## src/rtl/pipeline_hazard_ctrl.sv

```systemverilog
// ---------------------------------------------------------------------------
// pipeline_hazard_ctrl
//
// Central hazard and sequencing controller for the 5-stage RV32IM pipeline.
// It holds EX for multi-cycle M-extension ops, inserts load-use bubbles,
// squashes wrong-path instructions on taken branches/jumps, and selects
// operand forwarding sources for EX.
//
// Ports:
//   CLK, RESET            clock (rising edge), synchronous active-high reset
//   ID_RS1/RS2, ID_USES_* source registers of the instruction in ID
//   EX_RS1/RS2/RD         register fields of the instruction in EX
//   EX_MEMREAD            EX instruction is a load
//   EX_MDU_START          EX instruction is an M-extension op
//   EX_IS_DIV             1 = div/rem, 0 = mul (qualifies EX_MDU_START)
//   BRANCH_TAKEN          EX resolved a taken branch or jump
//   MEM_RD/MEM_REGWRITE   destination in EX/MEM
//   WB_RD/WB_REGWRITE     destination in MEM/WB
//   PC_STALL .. MDU_BUSY  pipeline stall/flush controls
//   FWD_A/FWD_B           00 ID/EX, 10 EX/MEM, 01 MEM/WB
//   DBG_STATE             current controller state (0 IDLE, 1 WAIT, 2 DONE)
//
// Stall/flush outputs are combinational from the current state and inputs,
// so the pipeline registers react at the same clock edge.
// ---------------------------------------------------------------------------
module pipeline_hazard_ctrl #(
    parameter int MUL_STALLS = 1,
    parameter int DIV_STALLS = 33
) (
    input  logic       CLK,
    input  logic       RESET,
    input  logic [4:0] ID_RS1,
    input  logic [4:0] ID_RS2,
    input  logic       ID_USES_RS1,
    input  logic       ID_USES_RS2,
    input  logic [4:0] EX_RS1,
    input  logic [4:0] EX_RS2,
    input  logic [4:0] EX_RD,
    input  logic       EX_MEMREAD,
    input  logic       EX_MDU_START,
    input  logic       EX_IS_DIV,
    input  logic       BRANCH_TAKEN,
    input  logic [4:0] MEM_RD,
    input  logic       MEM_REGWRITE,
    input  logic [4:0] WB_RD,
    input  logic       WB_REGWRITE,
    output logic       PC_STALL,
    output logic       IF_ID_STALL,
    output logic       IF_ID_FLUSH,
    output logic       ID_EX_STALL,
    output logic       ID_EX_FLUSH,
    output logic       EX_MEM_BUBBLE,
    output logic [1:0] FWD_A,
    output logic [1:0] FWD_B,
    output logic       MDU_BUSY,
    output logic [1:0] DBG_STATE
);

    typedef enum logic [1:0] {
        S_IDLE     = 2'd0,
        S_MDU_WAIT = 2'd1,
        S_MDU_DONE = 2'd2
    } state_t;

    localparam logic [5:0] MUL_N = 6'(MUL_STALLS);
    localparam logic [5:0] DIV_N = 6'(DIV_STALLS);

    state_t     r_state;
    state_t     w_state_nxt;
    logic [5:0] r_count;
    logic [5:0] w_count_nxt;
    logic [5:0] w_mdu_n;
    logic       w_mdu_stall;
    logic       w_load_use;

    // State register
    always_ff @(posedge CLK) begin
        if (RESET) begin
            r_state <= S_IDLE;
            r_count <= 6'd0;
        end else begin
            r_state <= w_state_nxt;
            r_count <= w_count_nxt;
        end
    end

    assign w_mdu_n = EX_IS_DIV ? DIV_N : MUL_N;

    // Next-state logic. The IDLE cycle that accepts the op is the first of
    // the N stall cycles, so the counter is loaded with N-1.
    always_comb begin
        w_state_nxt = r_state;
        w_count_nxt = r_count;
        w_mdu_stall = 1'b0;
        case (r_state)
            S_IDLE: begin
                // A branch alongside an MDU start is illegal; the branch wins.
                if (EX_MDU_START && !BRANCH_TAKEN) begin
                    w_mdu_stall = 1'b1;
                    if (w_mdu_n == 6'd1) begin
                        w_state_nxt = S_MDU_DONE;
                    end else begin
                        w_count_nxt = w_mdu_n - 6'd1;
                        w_state_nxt = S_MDU_WAIT;
                    end
                end
            end
            S_MDU_WAIT: begin
                w_mdu_stall = 1'b1;
                if (r_count == 6'd1) begin
                    w_state_nxt = S_MDU_DONE;
                end else begin
                    w_count_nxt = r_count - 6'd1;
                end
            end
            S_MDU_DONE: begin
                // EX_MDU_START ignored here so the finishing op does not
                // retrigger while it advances out of EX.
                w_state_nxt = S_IDLE;
            end
            default: begin
                w_state_nxt = S_IDLE;
                w_count_nxt = 6'd0;
            end
        endcase
    end

    assign w_load_use = EX_MEMREAD && (EX_RD != 5'd0) &&
                        ((ID_USES_RS1 && (ID_RS1 == EX_RD)) ||
                         (ID_USES_RS2 && (ID_RS2 == EX_RD)));

    function automatic logic [1:0] fwd_sel(input logic [4:0] rs);
        if (MEM_REGWRITE && (MEM_RD != 5'd0) && (MEM_RD == rs))
            return 2'b10;
        else if (WB_REGWRITE && (WB_RD != 5'd0) && (WB_RD == rs))
            return 2'b01;
        else
            return 2'b00;
    endfunction

    // Output priority: RESET > BRANCH_TAKEN > mdu_stall > load-use.
    always_comb begin
        PC_STALL      = 1'b0;
        IF_ID_STALL   = 1'b0;
        IF_ID_FLUSH   = 1'b0;
        ID_EX_STALL   = 1'b0;
        ID_EX_FLUSH   = 1'b0;
        EX_MEM_BUBBLE = 1'b0;
        MDU_BUSY      = 1'b0;
        FWD_A         = 2'b00;
        FWD_B         = 2'b00;
        DBG_STATE     = 2'b00;
        if (!RESET) begin
            FWD_A     = fwd_sel(EX_RS1);
            FWD_B     = fwd_sel(EX_RS2);
            DBG_STATE = r_state;
            if (BRANCH_TAKEN) begin
                // PC stays free so the redirect target loads.
                IF_ID_FLUSH = 1'b1;
                ID_EX_FLUSH = 1'b1;
            end else if (w_mdu_stall) begin
                PC_STALL      = 1'b1;
                IF_ID_STALL   = 1'b1;
                ID_EX_STALL   = 1'b1;
                EX_MEM_BUBBLE = 1'b1;
                MDU_BUSY      = 1'b1;
            end else if (w_load_use) begin
                PC_STALL    = 1'b1;
                IF_ID_STALL = 1'b1;
                ID_EX_FLUSH = 1'b1;
            end
        end
    end

endmodule

```

## config.mk

```make
export PLATFORM = sky130hd
export DESIGN_NAME = pipeline_hazard_ctrl
export DESIGN_NICKNAME = d
export VERILOG_FILES = /design/src/rtl/pipeline_hazard_ctrl.sv
export SDC_FILE = /design/constraint.sdc
export NUM_CORES = 1
export LEC_CHECK = 0
export ABC_CLOCK_PERIOD_IN_PS = 2500
export CORE_MARGIN = 2
export CORE_UTILIZATION = 40
export CTS_CLUSTER_SIZE = 14
export DETAILED_ROUTE_END_ITERATION = 12
export PLACE_DENSITY = 0.83
export SLEW_MARGIN = 10
export SYNTH_ARGS = -nofsm -noshare
export SYNTH_HDL_FRONTEND = slang
export SYNTH_SLANG_ARGS = --single-unit
```

## constraint.sdc

```tcl
create_clock -name CLK -period 2.5 [get_ports CLK]
set_input_delay 0.375 -clock CLK [delete_from_list [all_inputs] [get_ports CLK]]
set_output_delay 0.375 -clock CLK [all_outputs]
set_load 0.01 [all_outputs]
```

# --- After elaboration in Yosys (flattened, before gate mapping) ---
# Index checks and enable logic that the tools add are counted.
op_classes:
  n_reduce_logical: 19
  n_mux: 30
  n_eq_ne: 14
  n_bitwise: 1
  n_addsub: 2
op_table:
  columns: ["op", "n"]
  rows:
  - ["$eq 5x5->1", 6]
  - ["$mux 6", 4]
  - ["$pmux 6 s3", 1]
  - ["$mux 2", 8]
  - ["$mux 1", 15]
  - ["$reduce_bool 5->1", 3]
  - ["$eq 6x1->1 const B", 2]
  - ["$sub 6x1->6 const B", 2]
  - ["$logic_and 1x1->1", 11]
  - ["$ne 2x2->1 const B", 4]
  - ["$pmux 2 s2", 1]
  - ["$reduce_and 4->1", 1]
  - ["$eq 2x1->1 const B", 1]
  - ["$eq 2x2->1 const B", 1]
  - ["$logic_not 2->1", 1]
  - ["$pmux 1 s2", 1]
  - ["$reduce_and 2->1", 1]
  - ["$logic_not 1->1", 1]
  - ["$logic_or 1x1->1", 1]
  - ["$not 1->1", 1]
totals:
  register_bits: 8
  output_inout_bits: 13
  in_bits: 45

# --- Depth between registers and ports, before layout ---
depth:
  depth_word: 8
  ltp_mapped: 6

# --- Worst setup path before layout ---
# No wires, ideal clock.
synth_path:
  kind: "input-to-output"
  from: "input port MEM_RD[1]"
  to: "output port FWD_A[0]"
  slack_ps: 520
  stages: 4
  arrival_ps: 1605
  required_ps: 2125
  n_path_buf: 0
  path_cell_list: "or4_1 -> o21ai_2 -> nor3_1 -> nor4_1"
synth_via:
  elab_chain_len: 5
  word_cells_on_any_way: 6
synth_lines:
  columns: ["item", "line_no", "text"]
  rows:
  - ["start, declared", "43", "input logic [4:0] MEM_RD,"]
  - ["$reduce_bool 5->1", "133", "if (MEM_REGWRITE && (MEM_RD != 5'd0) && (MEM_RD == rs))"]
  - ["$logic_and 1x1->1", "133", null]
  - ["$logic_and 1x1->1 *", "133", null]
  - ["$mux 2 *", "133", null]
  - ["$mux 2 *", "153", "if (!RESET) begin"]
  - ["end, declared", "53", "output logic [1:0] FWD_A,"]
# Mark *: on every way between the ends. The rest lies on a longest branch, timed or not.

# --- Final worst setup path ---
layout_path:
  from: "input port WB_RD[2]"
  to: "output port FWD_B[0]"
layout_via:
  elab_chain_len: 6
  word_cells_on_any_way: 7
layout_lines:
  columns: ["item", "line_no", "text"]
  rows:
  - ["start, declared", "45", "input logic [4:0] WB_RD,"]
  - ["$reduce_bool 5->1", "135", "else if (WB_REGWRITE && (WB_RD != 5'd0) && (WB_RD == rs))"]
  - ["$logic_and 1x1->1", "135", null]
  - ["$logic_and 1x1->1 *", "135", null]
  - ["$mux 1 *", "135", null]
  - ["$mux 2 *", "133", null]
  - ["$mux 2 *", "153", null]
  - ["end, declared", "54", "output logic [1:0] FWD_B,"]
# Marked as above.

==> summary.md <==
| Metric | Value |
|---|---|
| Status | `completed` |
| Crit Path Max Fanout | `2` |
| Core Region | `2250 um^2` |
| Max-slew violation count | `0` |
| Layout Skew | `0.00600 ns` |
| R2R cell count | `4` |
| Seq/Total Area, Yosys | `0.166` |
| DR pass1 iterations | `4` |
| Final net count | `245` |
| Global-route wire length before repair | `4600 um` |
| Die ar. | `2820 um^2` |
| CTS clock-pin slew for the worst setup and hold paths | `0.05 ns` |
| Multi-input gate area | `827 um^2` |
| P&R area growth vs syn | `85.7%` |
| Pre-CTS setup slack | `-0.339 ns` |
| # clock sinks | `8` |
| Finished Core Util | `0.794` |
| H-tree depth | `1` |
| Peak supply drop | `318 uV` |
| Routed Antenna Nets | `0` |
| CTS tree | `yes` |
| Syn_area_per_cell | `8.03 um^2` |
| GRT Util Overall | `0.223` |
| Ports | `58` |
| DR vias | `1194` |
| CP Capture Type | `primary output` |
| Drt drc | `0` |
| Vias in the first global route | `1172` |
| HPWL after DPL | `2550 um` |
| DR WL/cell | `14.0 um` |
| Final hold vios | `0` |
| Antenna violations before repair | `0` |
| TritonCTS Buffers | `3` |
| Syn. warnings | `0` |
| Detailed Route Iter0 Violations | `24` |
| Minimum hold slack | `0.484 ns` |
| Layout cells sized above 1 | `0.219` |
| Synthesized cell area | `963 um^2` |
| Pleak | `0.704 nW` |
| Worst EP required | `2.12 ns` |
| Row count | `17` |
| Clk_lat worst skew | `0.26 ns` |
| Period utilization | `0.998` |
| # Post-CTS Setup Buffers | `0` |
| Worst hold path class | `flop to flop` |
| Drt via density | `5.33` |
| Largest net degree at the start of global routing | `16` |
| Min Tclk post-route | `2.50 ns` |
| Finish-stage setup viols | `0` |
| Yosys reg bits | `8` |
| Slew HR | `0.740` |
| Total chip power | `0.517 mW` |
| Highest clock rate | `0.401 GHz` |
| Arrival @ worst endpoint | `2.12 ns` |
| Final Wtd Congestion | `0.854` |
| Post-Syn Nets | `167` |
| Ant diodes | `0` |
| Initial Util | `0.427` |
| Die Y-Extent | `53.1 um` |
| Max-cap violations | `0` |
| Synth unique cells | `38` |
| Slew @ Worst Pin | `0.387 ns` |
| Root buffer cell | `clkbuf_4` |
| Post-synthesis cell count | `120` |
| Reg area | `160 um^2` |
| Most common cell after layout, fill and taps aside | `clkdlybuf4s50_1` |
| PortBufs | `57` |
| CTS Buffer Depth | `2` |
| Grt ovf | `0` |
| CP Launch Type | `primary input` |
| Die X | `53.1 um` |
| Final WL | `3150 um` |
| Most frequent cells in the layout | `49 x clkdlybuf4s50_1, 21 x buf_4, 18 x xor2_1, 12 x xnor2_1` |
| Final instance area | `1790 um^2` |
| # fillers | `167` |
| Final WS setup | `0.00429 ns` |
| Placed cell areas | `1690 um^2` |
| Crit Path Class | `primary input to primary output` |
| WHS Path Cells | `2` |
| Power Density | `289 nW/um^2` |
## final cells by class
type	count	area share
inverters	6	0.0126
well taps	28	0.0196
flip-flops and latches	8	0.0895
clock buffers	3	0.0126
repair buffers	78	0.403
multi-input cells	101	0.462
## registers in the layout, summed over array words and instances, names as in the netlist
register and count:
r_state 2, r_count 6
## worst paths after layout
check	slack (ns)	from	end
min reg2reg	0.48	r_count[4]$_SDFFE_PP0P_	r_count[4]$_SDFFE_PP0P_
max	0.004	WB_RD[2]	FWD_B[0]
min	0.48	r_count[4]$_SDFFE_PP0P_	r_count[4]$_SDFFE_PP0P_
max reg2reg	0.85	r_state[0]$_SDFFE_PP0P_	r_count[0]$_SDFFE_PP0P_
## critical path, stage by stage
cell and delay [ns]:
clkdlybuf4s50_1 0.45, buf_4 0.16, xor2_1 0.17, or4_4 0.51, nor4_4 0.29, buf_2 0.17
## stage by stage
step           cells  TNS (ns)
2_1_floorplan    120         0
3_3_place_gp     221     -1.36
3_5_place_dp     221     -1.66
4_1_cts          224   -0.0409
5_1_grt          224   -0.0403
6_report         224         0
## routing by layer
| layer | vias to the layer above | track usage | wire length (um) |
|---|---|---|---|
| met1 | 533 | 0.202 | 1120 |
| met3 | 5 | 0.0763 | 311 |
| li1 | 593 | - | - |
| met5 | - | 0 | 0 |
| met2 | 63 | 0.452 | 1690 |
| met4 | 0 | 0.0684 | 21 |
## what timing repair did
action,in CTS,in global routing
hold buffers,0,0
resized for setup,22,15
endpoints found under the setup margin,7,8
pin swaps,4,8
## synthesized netlist by cell type
master / instances / area, um^2
o32ai_1: 2 / 17.5
a32o_1: 1 / 10.0
nand2_1: 8 / 30.0
nor4_1: 7 / 43.8
or2_2: 1 / 6.26
o2111ai_1: 1 / 8.76
inv_1: 6 / 22.5
or4_1: 7 / 52.6
dfxtp_1: 8 / 160
ha_1: 2 / 25.0
nor4b_1: 1 / 8.76
a21oi_1: 2 / 10.0
nand2b_1: 4 / 25.0
or3_4: 1 / 11.3
a32oi_1: 1 / 8.76
o21bai_1: 1 / 7.51
nor3_1: 3 / 15.0
o211ai_1: 4 / 30.0
xnor2_1: 12 / 105
o311ai_0: 1 / 8.76
nor2b_1: 3 / 18.8
clkbuf_1: 1 / 3.75
o31ai_1: 1 / 7.51
mux2i_1: 3 / 30.0
nand3_1: 2 / 10.0
o211a_1: 1 / 10.0
o31a_1: 1 / 8.76
or3_1: 1 / 6.26
xor2_1: 18 / 158
a21o_1: 1 / 7.51
or2_0: 1 / 6.26
buf_4: 4 / 30.0
and4bb_2: 1 / 12.5
o21ai_2: 1 / 8.76
and2_0: 1 / 6.26
nor2_1: 3 / 11.3
and2_1: 1 / 6.26
o21ai_0: 3 / 15.0
## logic make-up (layout without fill, tap and decap cells)
family / after synthesis / in the layout / share of synthesized area
adder cells (fa/ha/maj): 2 / 2 / 0.0260
buffers and inverters: 11 / 87 / 0.0584
AND/OR/NAND/NOR: 45 / 45 / 0.281
XOR/XNOR: 30 / 30 / 0.273
multiplexers: 3 / 3 / 0.0312
flip-flops: 8 / 8 / 0.166
AO/OA/AOI/OAI: 21 / 21 / 0.165
## power by group
group | total (mW) | internal [mW] | switching [mW]
logic | 0.266 | 0.157 | 0.110
clock network | 0.102 | 0.0552 | 0.0473
registers | 0.148 | 0.138 | 0.00980
total | 0.517 | 0.350 | 0.167
Power figures use the tool's default switching activity.
==> variant 1: new RTL, same settings <==
Put a register stage on the output `DBG_STATE`. The value now appears one clock later. The other outputs are not delayed to match.
--- a/src/rtl/pipeline_hazard_ctrl.sv
+++ b/src/rtl/pipeline_hazard_ctrl.sv
@@ -64,6 +64,8 @@
 
     localparam logic [5:0] MUL_N = 6'(MUL_STALLS);
     localparam logic [5:0] DIV_N = 6'(DIV_STALLS);
+
+    logic [1:0] DBG_STATE_d;
 
     state_t     r_state;
     state_t     w_state_nxt;
@@ -149,11 +151,11 @@
         MDU_BUSY      = 1'b0;
         FWD_A         = 2'b00;
         FWD_B         = 2'b00;
-        DBG_STATE     = 2'b00;
+        DBG_STATE_d   = 2'b00;
         if (!RESET) begin
             FWD_A     = fwd_sel(EX_RS1);
             FWD_B     = fwd_sel(EX_RS2);
-            DBG_STATE = r_state;
+            DBG_STATE_d = r_state;
             if (BRANCH_TAKEN) begin
                 // PC stays free so the redirect target loads.
                 IF_ID_FLUSH = 1'b1;
@@ -172,5 +174,9 @@
         end
     end
 
+    always_ff @(posedge CLK) begin
+        DBG_STATE <= DBG_STATE_d;
+    end
+
 endmodule
 
Function: changed (a bounded check fails within 4 cycles, from zero or initial values and one cycle with RESET high).
==> variant 1 against the original RTL <==
Routed wire length is 5.0% higher. Via count increased by 1.5%. Cell area up 1.5%. Area after synthesis increased by 3.9%. Power grew 8.8%. Setup slack improved by 46 ps. Sequential power increased by 23%. Largest power group unchanged. Sequential cell count rose by 2. First-iteration DRC count rose by 8.3%.
==> variant 1: results (changes against the original RTL) <==
metric;value;unit;change
max_clock_freq;0.408;GHz;+1.9%
clock_path_buffers;2;;unchanged
yosys.cell_types.count;39;;+2.6%
vias_per_cell;5.27;;-1.1%
r2r_slack;840;ps;
place.detailed.hpwl;2700;um;+6.0%
r2r_end;r_count[5];;
final_nets;249;;+1.6%
drt_first_iter_violations;26;;+8.3%
place.port_buffers;57;;unchanged
top_regs;r_count x6, DBG_STATE x2, r_state x2;;
placed_cells;227;;+2.7%
grt_max_degree;16;;unchanged
clk_pin_slew;70;ps;+20 ps
cp_max_fo;2;;unchanged
reg2reg_depth;4;;unchanged
root_buffer;clkbuf_4;;
crit_arrival;2070;ps;-50 ps
dp_slack;-357;ps;-18.2 ps
post_cts_buffers;0;;unchanged
grt_pass1_wl;5130;um;+12%
holdWs;477;ps;-6.97 ps
vdd_drop_max;0.230;mV;-28%
r2r_start;r_count[2];;
antenna_found_initial;0;;unchanged
avgSynthCellArea;8.20;um2;+2.2%
synthFlopType;dfxtp_1;;
gp_congestion;0.825;;-3.4%
power_leakage;0.758;nW;+7.7%
syn_nets;169;;+1.2%
worst_pin_slew;416;ps;+28.8 ps
yosysSeqAreaShare;20.0;%;+3.4 points
track_usage;24.4;%;+2.1 points
hold_depth;2;;unchanged
drt_pass1_iterations;4;;unchanged
ys_top_cells_by_area;dfxtp_1, xor2_1, xnor2_1;;
drt-total-wl;3300;um;+5.0%
synth_warnings;0;;unchanged
min_path_type;reg2reg;;
outcome;finished clean;;
htree_num_levels;1;;unchanged
drive_gt1_share;20.5;%;-1.4 points
routedWlPerCell;14.4;um;+2.3%
place_area;1750;um2;+3.4%
clock_skew;2.18;ps;-3.82 ps
grt_pass1_vias;1266;;+8.0%
clock_latency;270;ps;
synth_commonest_cells;xor2_1, xnor2_1, dfxtp_1, nand2_1;;
switching_power;0.180;mW;+7.5%
numCtsBuffers;3;;unchanged
[variant 1: cell count changes after synthesis, sizes merged]
| cell | before | now |
|---|---|---|
| dfxtp | 8 | 10 |
[variant 1: worst max-delay path by stage]
stage / start / endpoint / depth (start not counted)
2_1_floorplan: MEM_RD[1] / FWD_A[0] / 4
3_3_place_gp: MEM_RD[1] / FWD_A[0] / 6
3_5_place_dp: MEM_RD[1] / FWD_A[0] / 6
4_1_cts: MEM_RD[1] / FWD_A[0] / 6
5_1_grt: MEM_RD[1] / FWD_A[1] / 6
6_report: WB_RD[1] / FWD_A[0] / 6
[variant 1: logic make-up (layout without fill, tap and decap cells)]
| kind of cell | Yosys count | in the layout | synth area share [%] |
|---|---|---|---|
| multiplexers | 3 | 3 | 3.00 |
| AO/OA/AOI/OAI | 21 | 21 | 15.9 |
| AND/OR/NAND/NOR | 45 | 45 | 27.0 |
| XOR/XNOR | 30 | 30 | 26.2 |
| adder cells (fa/ha/maj) | 2 | 2 | 2.50 |
| flip-flops | 10 | 10 | 20.0 |
| buffers and inverters | 11 | 89 | 5.37 |
[variant 1: routing by layer]
| layer | global-route usage (%) | vias to the layer above | share of wire, % |
|---|---|---|---|
| met5 | 0 | - | 0 |
| met4 | 9.58 | 0 | 1.7 |
| met3 | 3.06 | 7 | 4.9 |
| met2 | 49.4 | 46 | 54 |
| met1 | 24.5 | 556 | 39 |
| li1 | - | 603 | - |
[variant 1: what timing repair did]
item                       CTS  global route
hold buffers                 0             0
pin swaps                    0             7
setup endpoints to repair    7             8
gates resized for setup     16            18
[variant 1: final cells by class]
type,count,area (um2)
Inverter,6,22.5
Timing Repair Buffer,80,734
Sequential cell,10,200
Fill cell,181,617
Multi-Input combinational cell,101,798
Clock buffer,3,22.5
Tap cell,30,37.5
[variant 1: power groups by stage]
| stage | logic, mW | clock network, mW | registers, mW |
|---|---|---|---|
| detailed placement | 0.255 | 0 | 0.185 |
| global placement | 0.247 | 0 | 0.184 |
| CTS | 0.256 | 0.113 | 0.182 |
| finish | 0.265 | 0.115 | 0.182 |
| floorplan | 0.112 | 0 | 0.181 |
| global route | 0.285 | 0.125 | 0.183 |
[variant 1: critical path, cell delays in order]
cell and delay (ps):
clkdlybuf4s50_1 430, buf_4 160, xor2_1 150, or4_4 510, nor4_4 290, buf_2 170
==> variant 2: new RTL, same flow settings <==
Without the edit above. Change the parameter `DIV_STALLS` from 33 to 16.
--- a/src/rtl/pipeline_hazard_ctrl.sv
+++ b/src/rtl/pipeline_hazard_ctrl.sv
@@ -25,7 +25,7 @@
 // ---------------------------------------------------------------------------
 module pipeline_hazard_ctrl #(
     parameter int MUL_STALLS = 1,
-    parameter int DIV_STALLS = 33
+    parameter int DIV_STALLS = 16
 ) (
     input  logic       CLK,
     input  logic       RESET,
Behaviour: same outputs for any inputs over 10 cycles, from zero or initial values and one cycle with RESET high; that may be too few to reach the edited logic, so the function may still have changed.
==> variant 2 against the original RTL <==
Cell count is 4.0% higher. Combinational power is 3% higher. Maximum frequency is 0.67% higher. Register-to-register slack worse by 170 ps. Utilization is 1.1 points higher. Routed wire length is 11% higher. Power is 3.3% higher. Sequential power is 3% higher. Cell area is 1.4% higher. Sequential cell count stayed put. Setup slack better by 17 ps. Area after synthesis is 1.3% higher.
==> variant 2: results (changes against the original RTL) <==
metric;value;unit;change
clock_skew;7.40;ps;+1.40 ps
crit_family;buffers and inverters;;
ys_top_cells_by_area;dfxtp_1, xor2_1, xnor2_1;;
synthAdderAreaFrac;2.56;%;-0.033 points
async_reset_ff_share;0;%;unchanged
crit_path_max_incr_delay;420;ps;-90 ps
drive_gt1_share;22.9;%;+0.99 points
grt_pass1_vias;1207;;+3.0%
dp_slack;-591;ps;-252 ps
p_int;0.350;mW;about the same
top_regs;r_count x6, r_state x2;;
antenna_found_initial;0;;unchanged
reg2reg_depth;5;;+1
synth_cells;126;;+5.0%
drt_pass1_iterations;4;;unchanged
grt_pass1_wl;5310;um;+15%
yosysSeqAreaShare;16.4;%;-0.21 points
syn_nets;173;;+3.6%
place.detailed.hpwl;2700;um;+5.7%
r2r_slack;680;ps;-170 ps
holdWs;501;ps;+17.1 ps
drt_first_iter_violations;48;;+100%
place.port_buffers;57;;unchanged
synth.area.mux_share;2.05;%;-1.1 points
numCtsBuffers;3;;unchanged
vdd_drop_max;0.275;mV;-14%
switching_power;0.184;mW;+10%
track_usage;25.5;%;+3.2 points
final_nets;254;;+3.7%
synth-xor-area-share;26.9;%;-0.35 points
r2r_start;r_count[0];;
place_area;1720;um2;+1.4%
r2r_end;r_count[5];;
synth_commonest_cells;xor2_1, xnor2_1, nor2_1, dfxtp_1;;
placed_cells;227;;+2.7%
crit_arrival;2100;ps;-20 ps
worst_pin_slew;387;ps;-0.244 ps
vias_per_cell;5.40;;+1.4%
min_from;r_count[5];;
hold_path_end;r_count[5];;
crit_start;ID_RS1[2];;
gp_congestion;0.964;;+13%
yosys.cell_types.count;35;;-7.9%
critPathCapture;PC_STALL;;
routedWlPerCell;15.0;um;+6.9%
outcome;finished clean;;
maxPowerGroup;combinational cells;;
pwr-share-comb;51.3;%;-0.2 points
synth-compound-area-share;18.5;%;+2.0 points
power_frac_clock;20.2;%;+0.4 points
power_leakage;0.779;nW;+11%
layout_setup_ws;20.9;ps;+16.6 ps
vias;1259;;+5.4%
crit_slowest_cell;clkdlybuf4s50_1;;
grt_max_degree;17;;+1
-- variant 2: changes by cell type in the layout (fill, tap and decap cells not counted), sizes merged, moves of 3 or more --
cell / delta
clkdlybuf4s50: -10
buf: +7
dlygate4sd2: +7
nor2: +7
a21oi: +4
dlymetal6s2s: +4
a211oi: +3
clkdlybuf4s15: -3
o211ai: -3
-- variant 2: per-layer routing --
layer	share of wire, %	track usage (%)	up-vias
met5	0	0	-
met4	1.9	8.97	0
met2	52	48.4	53
li1	-	-	607
met1	40	29.4	590
met3	5.6	1.41	9
-- variant 2: timing repair --
item | in CTS | in global routing
hold buffers | 0 | 0
resized for setup | 32 | 12
pin swaps | 6 | 9
setup endpoints to repair | 7 | 5
buffers inserted | 1 | 2
-- variant 2: final cells by class --
class / instances / area [um2]
Tap cell: 28 / 35.0
Multi-Input combinational cell: 105 / 811
Sequential cell: 8 / 160
Inverter: 6 / 22.5
Clock buffer: 3 / 22.5
Fill cell: 142 / 440
Timing Repair Buffer: 83 / 763
